===== config.mk =====
export PLATFORM = sky130hd
export DESIGN_NAME = axi_rd_fifo_sched
export DESIGN_NICKNAME = d
export VERILOG_FILES = /design/src/rtl/axi_rd_fifo_sched_pkg.sv /design/src/rtl/axi_rd_fifo_sched_cmd_fifo.sv /design/src/rtl/axi_rd_fifo_sched.sv
export SDC_FILE = /design/constraint.sdc
export NUM_CORES = 1
export LEC_CHECK = 0
export CORE_ASPECT_RATIO = 0.5
export CORE_MARGIN = 4
export CORE_UTILIZATION = 40
export DETAILED_ROUTE_END_ITERATION = 8
export PLACE_DENSITY = 0.65
export SLEW_MARGIN = 20
export SYNTH_ARGS = -nofsm -noshare
export SYNTH_HDL_FRONTEND = slang
export SYNTH_SLANG_ARGS = --single-unit
export TNS_END_PERCENT = 20

===== constraint.sdc =====
create_clock -name clk -period 6 [get_ports clk]
set_clock_uncertainty 0.05 [all_clocks]
set_input_delay 1.2 -clock clk [delete_from_list [all_inputs] [get_ports clk]]
set_output_delay 1.2 -clock clk [all_outputs]
set_load 0.03 [all_outputs]

===== src/rtl/axi_rd_fifo_sched_pkg.sv =====
// axi_rd_fifo_sched_pkg: shared AXI codes, field widths and scheduler state encoding
package axi_rd_fifo_sched_pkg;
    localparam int ID_W = 4;
    localparam int LEN_W = 8;
    localparam logic [1:0] AXI_RESP_OKAY = 2'b00;
    localparam logic [1:0] AXI_RESP_SLVERR = 2'b10;
    localparam logic [1:0] AXI_BURST_FIXED = 2'b00;
    localparam logic [1:0] AXI_BURST_INCR = 2'b01;
    localparam logic [1:0] AXI_BURST_WRAP = 2'b10;
    typedef enum logic [7:0] {
        ST_IDLE      = 8'h01,
        ST_BURST     = 8'h02,
        ST_ERR_BURST = 8'h04
    } state_t;
endpackage


===== src/rtl/axi_rd_fifo_sched_cmd_fifo.sv =====
// axi_cmd_fifo: synchronous FIFO (power-of-2 depth) holding accepted AR commands
module axi_cmd_fifo
    import axi_rd_fifo_sched_pkg::*;
#(
    parameter int WIDTH = 8,
    parameter int DEPTH = 4
) (
    input  logic                       clk,
    input  logic                       reset_n,
    input  logic                       push,
    input  logic [WIDTH-1:0]           din,
    input  logic                       pop,
    output logic [WIDTH-1:0]           dout,
    output logic                       full,
    output logic                       empty,
    output logic [$clog2(DEPTH):0]     count
);
    localparam int AW = $clog2(DEPTH);
    logic [WIDTH-1:0] mem [DEPTH];
    logic [AW-1:0] wptr, rptr;
    logic do_push, do_pop;

    assign full = count == (AW + 1)'(DEPTH);
    assign empty = count == '0;
    assign do_push = push && !full;
    assign do_pop = pop && !empty;
    assign dout = mem[rptr];

    // pointers and occupancy; pointers wrap naturally because depth is a power of 2
    always_ff @(posedge clk or negedge reset_n) begin
        if (!reset_n) begin
            wptr <= '0;
            rptr <= '0;
            count <= '0;
        end else begin
            wptr <= do_push ? wptr + 1'b1 : wptr;
            rptr <= do_pop ? rptr + 1'b1 : rptr;
            count <= count + (AW + 1)'(do_push) - (AW + 1)'(do_pop);
        end
    end

    // storage needs no reset; only entries behind count are ever read
    always_ff @(posedge clk) begin
        if (do_push) mem[wptr] <= din;
    end
endmodule


===== src/rtl/axi_rd_fifo_sched.sv =====
// axi_rd_fifo_sched: shares one AXI4 read port among NUM_FIFO FWFT output FIFOs, in AR order
module axi_rd_fifo_sched
    import axi_rd_fifo_sched_pkg::*;
#(
    parameter int NUM_FIFO   = 4,
    parameter int SEL_W      = 2,
    parameter int SEL_LSB    = 12,
    parameter int CMDQ_DEPTH = 4
) (
    input  logic                clk,
    input  logic                reset_n,
    input  logic [3:0]          axs_s0_arid,
    input  logic [31:0]         axs_s0_araddr,
    input  logic [7:0]          axs_s0_arlen,
    input  logic [2:0]          axs_s0_arsize,
    input  logic [1:0]          axs_s0_arburst,
    input  logic                axs_s0_arvalid,
    output logic                axs_s0_arready,
    output logic [3:0]          axs_s0_rid,
    output logic [1:0]          axs_s0_rresp,
    output logic                axs_s0_rlast,
    output logic                axs_s0_rvalid,
    input  logic                axs_s0_rready,
    input  logic [NUM_FIFO-1:0] out_fifo_empty,
    output logic                out_fifo_pop,
    output logic [SEL_W-1:0]    out_fifo_pop_sel
);
    localparam int ENT_W = ID_W + SEL_W + LEN_W + 1 + 3 + 2;
    localparam int SEL_N = 1 << SEL_W;

    state_t state, state_nxt;
    logic [ID_W-1:0] rid_q, h_id;
    logic [SEL_W-1:0] sel_q, ar_sel, h_sel;
    logic [LEN_W-1:0] beat_cnt, h_len;
    logic [1:0] resp_q, h_burst;
    logic [2:0] h_size;
    logic ar_err, h_err, q_full, q_empty, q_pop, beat_hs, last_hs;
    logic [ENT_W-1:0] q_head;
    logic [$clog2(CMDQ_DEPTH):0] q_count;
    logic [SEL_N-1:0] empty_ext;
    logic unused_ok;

    assign ar_sel = axs_s0_araddr[SEL_LSB +: SEL_W];
    assign ar_err = 32'(ar_sel) >= 32'(NUM_FIFO);
    assign axs_s0_arready = !q_full;
    assign {h_id, h_sel, h_len, h_err, h_size, h_burst} = q_head;
    // error bursts never consult the empty flags, so out-of-range selects may read padding
    assign empty_ext = SEL_N'(out_fifo_empty);
    assign axs_s0_rid = rid_q;
    assign axs_s0_rresp = resp_q;
    assign out_fifo_pop_sel = sel_q;
    assign unused_ok = ^{axs_s0_araddr, h_size, h_burst, q_count};

    axi_cmd_fifo #(.WIDTH(ENT_W), .DEPTH(CMDQ_DEPTH)) u_cmdq (
        .clk   (clk),
        .reset_n(reset_n),
        .push  (axs_s0_arvalid && !q_full),
        .din   ({axs_s0_arid, ar_sel, axs_s0_arlen, ar_err, axs_s0_arsize, axs_s0_arburst}),
        .pop   (q_pop),
        .dout  (q_head),
        .full  (q_full),
        .empty (q_empty),
        .count (q_count)
    );

    // state register
    always_ff @(posedge clk or negedge reset_n) begin
        if (!reset_n) state <= ST_IDLE;
        else state <= state_nxt;
    end

    // next state: load from queue when idle or on the final beat, else fall back to idle after it
    always_comb begin
        state_nxt = q_pop ? (h_err ? ST_ERR_BURST : ST_BURST) : (last_hs ? ST_IDLE : state);
    end

    // R channel and FIFO pop decode; rvalid follows FIFO emptiness for real bursts
    always_comb begin
        axs_s0_rvalid = (state == ST_ERR_BURST) || (state == ST_BURST && !empty_ext[sel_q]);
        beat_hs = axs_s0_rvalid && axs_s0_rready;
        last_hs = beat_hs && beat_cnt == '0;
        q_pop = !q_empty && (state == ST_IDLE || last_hs);
        axs_s0_rlast = axs_s0_rvalid && beat_cnt == '0;
        out_fifo_pop = beat_hs && state == ST_BURST;
    end

    // burst context: loaded on queue pop, beat counter steps down per handshake
    always_ff @(posedge clk or negedge reset_n) begin
        if (!reset_n) begin
            rid_q <= '0;
            sel_q <= '0;
            resp_q <= '0;
            beat_cnt <= '0;
        end else if (q_pop) begin
            rid_q <= h_id;
            sel_q <= h_sel;
            beat_cnt <= h_len;
            resp_q <= h_err ? AXI_RESP_SLVERR : AXI_RESP_OKAY;
        end else if (beat_hs && beat_cnt != '0) begin
            beat_cnt <= beat_cnt - 1'b1;
        end
    end
endmodule


# After elaboration in Yosys (flattened, before gate mapping)
# Memory sizes are Yosys's and may differ from the RTL's.
# Index checks and enable logic that the tools add are counted.
# Widths: inputs -> output; s select.
dict set report totals {
  register_bits 31
  ram_bits 76
  input_bits 57
  word_cells 49
  memories 1
}
dict set report op_classes {
  addsub 5
  n_lt_le_gt_ge 1
  n_eq_ne 4
  mux 10
  reduce_logical 20
}
# name depth width read_ports rd_clocked_by_memory_dff wr line
set mem_list {}
lappend mem_list {u_cmdq.mem 4 19 1 0 1 axi_rd_fifo_sched_cmd_fifo.sv:19} ;# logic [WIDTH-1:0] mem [DEPTH];
# operator count
set ops {}
lappend ops {{$mux 8} 4}
lappend ops {{$logic_and 1x1->1} 10}
lappend ops {{$eq 8x1->1 const B} 1}
lappend ops {{$eq 8x2->1 const B} 1}
lappend ops {{$eq 8x3->1 const B} 1}
lappend ops {{$logic_not 8->1} 1}
lappend ops {{$reduce_bool 8->1} 1}
lappend ops {{$sub 8x1->8 const B} 1}
lappend ops {{$add 2x1->2 const B} 2}
lappend ops {{$reduce_bool 2->1} 2}
lappend ops {{$add 3x1->3} 1}
lappend ops {{$eq 3x3->1 const B} 1}
lappend ops {{$logic_not 1->1} 3}
lappend ops {{$logic_not 3->1} 1}
lappend ops {{$lt 2x3->1 const B} 1}
lappend ops {{$mux 1} 3}
lappend ops {{$mux 3} 1}
lappend ops {{$sub 3x1->3} 1}
lappend ops {{$bmux 1 s2} 1}
lappend ops {{$logic_or 1x1->1} 2}
lappend ops {{$mux 2} 1}

# Longest topological paths before layout
# Gate-level depths: netlist (run 1).
dict set report depth {
  word_depth 11
  mapped_depth 13
  depth_no_buf 11
}

# By module
# A second synthesis (run 1) with hierarchy kept.
dict set report unflattened {
  hier_cells 244
  hier_area_um2 4404.2
}
# module n_inst cells_each area_per_inst_um2
set modules_own_cells {}
lappend modules_own_cells {axi_cmd_fifo 1 146 3364.5}
lappend modules_own_cells {axi_rd_fifo_sched 1 98 1039.7}

# Worst setup path after synthesis (run 1)
# No wires, ideal clock.
dict set report synth_timing {
  kind {in2out}
  start {input out_fifo_empty[3]}
  end {output axs_s0_rlast}
  arrival_time_ps 2926
  path_slack_ps 1824
  stages 3
  n_path_buf 0
  cell_sequence {mux4_2 > nor3b_1 > and2_1}
}
dict set report synth_between {
  elab_chain_cells 6
}
# item line
set synth_rtl {}
lappend synth_rtl {{start: declaration} axi_rd_fifo_sched.sv:24} ;# input logic [NUM_FIFO-1:0] out_fifo_empty,
lappend synth_rtl {{$bmux 1 s2} axi_rd_fifo_sched.sv:79} ;# axs_s0_rvalid = (state == ST_ERR_BURST) || (state == ST_BURST && !empty_ext[sel_q]);
lappend synth_rtl {{$mux 1 (implied by the code)} axi_rd_fifo_sched.sv:79}
lappend synth_rtl {{$logic_not 1->1} axi_rd_fifo_sched.sv:79}
lappend synth_rtl {{$logic_and 1x1->1} axi_rd_fifo_sched.sv:79}
lappend synth_rtl {{$logic_or 1x1->1} axi_rd_fifo_sched.sv:79}
lappend synth_rtl {{named net axs_s0_rvalid} axi_rd_fifo_sched.sv:22} ;# output logic axs_s0_rvalid,
lappend synth_rtl {{$logic_and 1x1->1} axi_rd_fifo_sched.sv:83} ;# axs_s0_rlast = axs_s0_rvalid && beat_cnt == '0;
lappend synth_rtl {{end: declaration} axi_rd_fifo_sched.sv:21} ;# output logic axs_s0_rlast,
# The timed path passes the listed nets, and every way through them passes these cells. The select of a mux whose other input is x is not followed.

# Final worst setup path (run 1)
dict set report layout_timing {
  start {input out_fifo_empty[2]}
  end {output axs_s0_rlast}
}
dict set report layout_between {
  elab_chain_cells 6
}
# item line
set layout_rtl {}
lappend layout_rtl {{$bmux 1 s2} axi_rd_fifo_sched.sv:79}
lappend layout_rtl {{$mux 1 (implied by the code)} axi_rd_fifo_sched.sv:79}
lappend layout_rtl {{$logic_not 1->1} axi_rd_fifo_sched.sv:79}
lappend layout_rtl {{$logic_and 1x1->1} axi_rd_fifo_sched.sv:79}
lappend layout_rtl {{$logic_or 1x1->1} axi_rd_fifo_sched.sv:79}
lappend layout_rtl {{$logic_and 1x1->1} axi_rd_fifo_sched.sv:83}
# Every way passes these cells. The select of a mux whose other input is x is not followed.

==> flow_metrics.env, run 1 <==
export IMPL_status="complete, no violations"
export IMPL_area_delta_synth_final_pct=21.34
export IMPL_ios=69
export IMPL_grt_total_usage=0.1247
export IMPL_gr_total_overflow=0
export IMPL_antenna_found_initial=0
export IMPL_rsz0062_at_grt="no"
export IMPL_pre_cts_slack_ns=1.500
export IMPL_cts_resized=0
export IMPL_clkSinkCount=79
export IMPL_synth_cell_types=41
export IMPL_cts_tree="done"
export IMPL_fin_tns_setup_ns=0
export IMPL_initialDrtViolationCount=81
export IMPL_cap_violations=0
export IMPL_grt_pass1_vias=1749
export IMPL_finalNetCount=292
export IMPL_path_class="in -> out"
export IMPL_start_util=0.4125
export IMPL_end_kind="output port"
export IMPL_fin_ws_ns=1.493
export IMPL_portBuffers=31
export IMPL_cts_buffer_depth=2
export IMPL_ys_ff_latch=79
export IMPL_dr_pass1_iters=4
export IMPL_fin_util=0.5005
export IMPL_ctsHoldBuffers=0
export IMPL_hpwl_mm=3.761
export IMPL_clk_pin_slew_worst_paths_ns=0.06
export IMPL_ys_warn_count=0
export IMPL_yosys_area_top_type="edfxtp_1"
export IMPL_die_w_um=136.7
export IMPL_drive_above_1_share=0.2035
export IMPL_seq_area_frac_synth=0.6819
export IMPL_power_leakage_nw=1.429
export IMPL_stdcell_count=343
export IMPL_numCtsBuffers=9
export IMPL_rows=23
export IMPL_post_cts_repair_setup_buffers=0
export IMPL_startpoint_type="input port"
export IMPL_vias_per_cell=4.875
export IMPL_timing_hold_ws_ns=0.4548
export IMPL_wirelength_mm=5.777
export IMPL_hp_class="reg -> reg"
export IMPL_grt_max_degree=27
export IMPL_clock_latency_ns=0.33
export IMPL_postRouteAntennaNets=0
export IMPL_placed_cells=327
export IMPL_syn_area_per_cell_um2=17.43
export IMPL_syn_area_um2=3312
export IMPL_slowest_delay_ns=0.67
export IMPL_maxSlewHeadroom=0.4443
export IMPL_finalCritPeriodShare=0.7511
export IMPL_clockRootBuffer="clkbuf_16"
export IMPL_cp_max_fo=3
export IMPL_core_area_um2=8029
export IMPL_grt_first_pass_wirelength_mm=9.045
export IMPL_synth_area_top_cells="edfxtp_1, dfrtp_1, mux4_2"
export IMPL_finalHoldViolCount=0
export IMPL_maxSlewViolCount=0
export IMPL_syn_inst=190
export IMPL_yosysTopAreaCellShare=0.5077
export IMPL_die_area_um2=9888
export IMPL_hold_depth=2
export IMPL_min_period_ns=4.507
export IMPL_finalSetupViolations=0
export IMPL_worstPathCellList="clkdlybuf4s50_1, mux4_2, nor3b_1, and2_1, clkdlybuf4s50_1"
export IMPL_wire_per_inst_um=16.84
export IMPL_crit_slowest_cell="clkdlybuf4s50_1"
export IMPL_diodes=0
export IMPL_ir_drop_mv=0.1826
export IMPL_vias=1672
export IMPL_worstPathRequired_ns=4.75
export IMPL_die_h_um=72.34
export IMPL_crit_top_cell="clkdlybuf4s50_1"
export IMPL_worstMarginPinSlew_ns=0.8335
export IMPL_drc=0
export IMPL_p_per_area_nw_per_um2=495.9
export IMPL_r2r_cells=11
export IMPL_fmax_mhz=221.9
export IMPL_place_congestion=0.7313
export IMPL_arrival_ns=3.26
export IMPL_cts_htree_levels=3
layer usage:
metal	vias to the layer above	wire length, um	global-route usage
met5	-	0	0
met4	0	101	0.05363
met2	42	2837	0.2067
met3	8	311	0.03463
met1	830	2527	0.1556
li1	792	-	-
per-stage QoR:
step / total power [mW] / cell area, um2
global route: 2.098 / 4019
global placement: 1.422 / 3710
CTS: 2.019 / 4023
detailed placement: 1.456 / 3710
floorplan: 1.264 / 3316
finish: 1.993 / 4019
critical path: cells and delay by family:
kind,cells,cell delay [ns]
muxes,1,0.54
and+or+nand+nor,2,0.44
buffers and inverters,2,1.07
synth_stat cells, drive strengths merged:
library cell,number
a211oi,1
a21boi,1
a21o,1
a21oi,1
a31o,1
and2,3
and3,4
buf,6
clkbuf,2
conb,1
dfrtp,22
dfstp,1
edfxtp,56
fa,1
ha,8
inv,10
mux2,6
mux4,15
nand2,13
nand2b,1
nand3,3
nand3b,2
nand4b,2
nor2,3
nor3b,3
nor4,1
o211ai,1
o21ai,7
o221ai,1
or3,1
or3b,1
xnor2,4
xor2,7
power by group:
part,internal (mW),switching (mW)
Clock,0.332,0.226
Sequential,0.750,0.128
Combinational,0.281,0.276
state kept, by name, summed over array words and instances (netlist names):
name,flops
u_cmdq.mem,56
u_cmdq.wptr,2
state,2
u_cmdq.count,3
u_cmdq.rptr,2
out_fifo_pop_sel,2
beat_cnt,8
axs_s0_rid,4
area by class of cell:
type,instances,area [um2]
fill,665,4010
sequential,79,2260
multi-input combinational,94,955.9
timing repair buffer,32,312.8
inverter,10,37.54
clock inverter,7,87.58
clock buffer,9,225.2
tap,112,140.1
path summary, 6_finish.rpt:
kind                                         start                          to  slack [ns]
max reg2reg                beat_cnt[0]$_DFFE_PN0P_   u_cmdq.count[2]$_DFF_PN0_        3.37
min                           state[0]$_DFFE_PN1P_        state[0]$_DFFE_PN1P_        0.45
max in group asynchronous                  reset_n  u_cmdq.rptr[0]$_DFFE_PN0P_        4.71
min reg2reg                   state[0]$_DFFE_PN1P_        state[0]$_DFFE_PN1P_        0.45
max                              out_fifo_empty[2]                axs_s0_rlast        1.49
min in group asynchronous                  reset_n   axs_s0_rid[2]$_DFFE_PN0N_        0.80
cells in the final DEF, fill, tap and decap left out, drive strengths merged, types with 4 or more instances in the layout:
cell type	instances
and3	4
ha	8
nand2	13
edfxtp	56
clkbuf	9
xor2	7
mux4	15
clkdlybuf4s50	30
mux2	6
dfrtp	22
xnor2	4
o21ai	7
inv	14
logic make-up (layout without fill, tap and decap cells):
| kind of cell | count (synthesis) | count (layout) | share of synthesized area |
|---|---|---|---|
| and+or+nand+nor | 37 | 37 | 0.06724 |
| adders and majority gates | 9 | 9 | 0.03627 |
| AOI/OAI and AO/OA | 14 | 14 | 0.02909 |
| buffers and inverters | 18 | 58 | 0.03060 |
| muxes | 21 | 21 | 0.1224 |
| DFF | 79 | 79 | 0.6819 |
| other | 1 | 2 | 0.001132 |
| xor gates and xnor gates | 11 | 11 | 0.03136 |
Power figures use the tool's default switching activity.
==> inputs of run 2 (changes only) <==
Settings changed: PLACE_DENSITY 0.65 to 0.68.
Clock period 6 ns to 4 ns, I/O delays scaled along.
==> flow_metrics.env, run 2 (same netlist as run 1, synthesis figures left out) <==
export IMPL_ir_drop_mv=0.2626
export IMPL_reg2reg_to="u_cmdq.count[2]$_DFF_PN0_"
export IMPL_fin_tns_setup_ns=0
export IMPL_rows=23
export IMPL_core_area_um2=8029
export IMPL_finalSetupViolations=0
export IMPL_clkSinkCount=79
export IMPL_status="complete, no violations"
export IMPL_dr_pass1_iters=4
export IMPL_largest_reg_flops=56
export IMPL_ios=69
export IMPL_cts_htree_levels=3
export IMPL_cap_violations=0
export IMPL_start_util=0.4125
export IMPL_cts_tree="done"
export IMPL_ctsHoldBuffers=0
export IMPL_numCtsBuffers=9
export IMPL_cp_startpoint="out_fifo_empty[3]"
export IMPL_grt_first_pass_wirelength_mm=9.577
export IMPL_vias=1697
export IMPL_clk_pin_slew_worst_paths_ns=0.06
export IMPL_grt_max_degree=27
export IMPL_die_w_um=136.7
export IMPL_worstPathRequired_ns=3.15
export IMPL_wire_per_inst_um=16.93
export IMPL_most_common_layout_cells="edfxtp_1, clkdlybuf4s50_1, dfrtp_1"
export IMPL_totalPowerFinal_mw=3.020
export IMPL_power_leakage_nw=1.430
export IMPL_gr_total_overflow=0
export IMPL_arrival_ns=2.86
export IMPL_cts_resized=0
export IMPL_r2r_start="beat_cnt[0]$_DFFE_PN0P_"
export IMPL_maxSlewHeadroom=0.4271
export IMPL_clockRootBuffer="clkbuf_16"
export IMPL_hp_class="in -> async"
export IMPL_maxSlewViolCount=0
export IMPL_portBuffers=31
export IMPL_vias_per_cell=4.948
export IMPL_postRouteAntennaNets=0
export IMPL_seq_area_um2=2260
export IMPL_drc=0
export IMPL_initialDrtViolationCount=109
export IMPL_nFillCells=635
export IMPL_cp_max_fo=3
export IMPL_finalHoldViolCount=0
export IMPL_wirelength_mm=5.806
export IMPL_post_cts_repair_setup_buffers=0
export IMPL_finalNetCount=292
export IMPL_die_h_um=72.34
export IMPL_die_area_um2=9888
export IMPL_finalCritPeriodShare=0.9287
export IMPL_r2r_cells=11
export IMPL_rsz0062_at_grt="no"
export IMPL_diodes=0
export IMPL_clock_latency_ns=0.33
export IMPL_p_per_area_nw_per_um2=750.1
export IMPL_r2r_slack_ns=1.42
export IMPL_min_period_ns=3.715
export IMPL_hpwl_mm=3.784
export IMPL_fmax_mhz=269.2
export IMPL_drive_above_1_share=0.2035
export IMPL_antenna_found_initial=0
export IMPL_multi_input_area_um2=955.9
export IMPL_path_class="in -> out"
export IMPL_area_delta_synth_final_pct=21.57
export IMPL_grt_total_usage=0.1314
export IMPL_grt_pass1_vias=1857
export IMPL_largest_register="u_cmdq.mem"
export IMPL_place_congestion=0.7926
export IMPL_worstMarginPinSlew_ns=0.8594
export IMPL_end_kind="output port"
export IMPL_startpoint_type="input port"
export IMPL_cts_buffer_depth=2
export IMPL_mostFrequentLayoutCell="edfxtp_1"
## run 2: cell types whose count changed in the layout (fill, tap and decap cells not counted)
cell,change
inv_6,-1
clkinv_2,+2
clkinv_4,-1
inv_8,-2
bufinv_16,+1
clkinvlp_4,+1
## run 2: cell type report
class / instances / share of cell area
Sequential cell: 79 / 0.5612
Multi-Input combinational cell: 94 / 0.2374
Timing Repair Buffer: 32 / 0.07769
Clock buffer: 9 / 0.05594
Tap cell: 112 / 0.03480
Clock inverter: 7 / 0.02362
Inverter: 10 / 0.009323
## run 2: per-stage QoR
stage | utilization | std cells | hold slack (ns) | worst slack (ns) | area, um2
after detailed placement | 0.4621 | 327 | 0.4400 | 0.3049 | 3710
after global routing | 0.5015 | 343 | 0.4366 | 0.1066 | 4026
final | 0.5015 | 343 | 0.3972 | 0.2853 | 4026
after global placement | 0.4621 | 327 | 0.4288 | 0.2963 | 3710
after floorplan | - | 191 | 0.4108 | 0.6237 | 3316
after CTS | 0.5019 | 343 | 0.4505 | 0.2989 | 4030
## run 2: worst max-delay path by stage
stage               slack, ns      endpoint  depth (start not counted)
floorplan                0.62  axs_s0_rlast                          3
global placement         0.30  axs_s0_rlast                          5
detailed placement       0.30  axs_s0_rlast                          5
CTS                      0.30  axs_s0_rlast                          5
global route             0.11  axs_s0_rlast                          5
finish                   0.29  axs_s0_rlast                          5
## run 2: where the power goes
| group | switching [mW] | internal, mW |
|---|---|---|
| clock network | 0.320 | 0.547 |
| logic | 0.414 | 0.421 |
| registers | 0.193 | 1.13 |
## run 2: layer usage
layer  global-route usage  vias to the layer above  wire (um)
li1                     -                      783          -
met1               0.1616                      872       2630
met2               0.2159                       32       2812
met3              0.04017                       10        249
met4              0.06034                        0        114
met5                    0                        -          0
## run 2: critical path: stages
cell	delay, ns
clkdlybuf4s50_1	0.39
mux4_2	0.55
nor3b_1	0.29
and2_1	0.17
clkdlybuf4s50_1	0.66
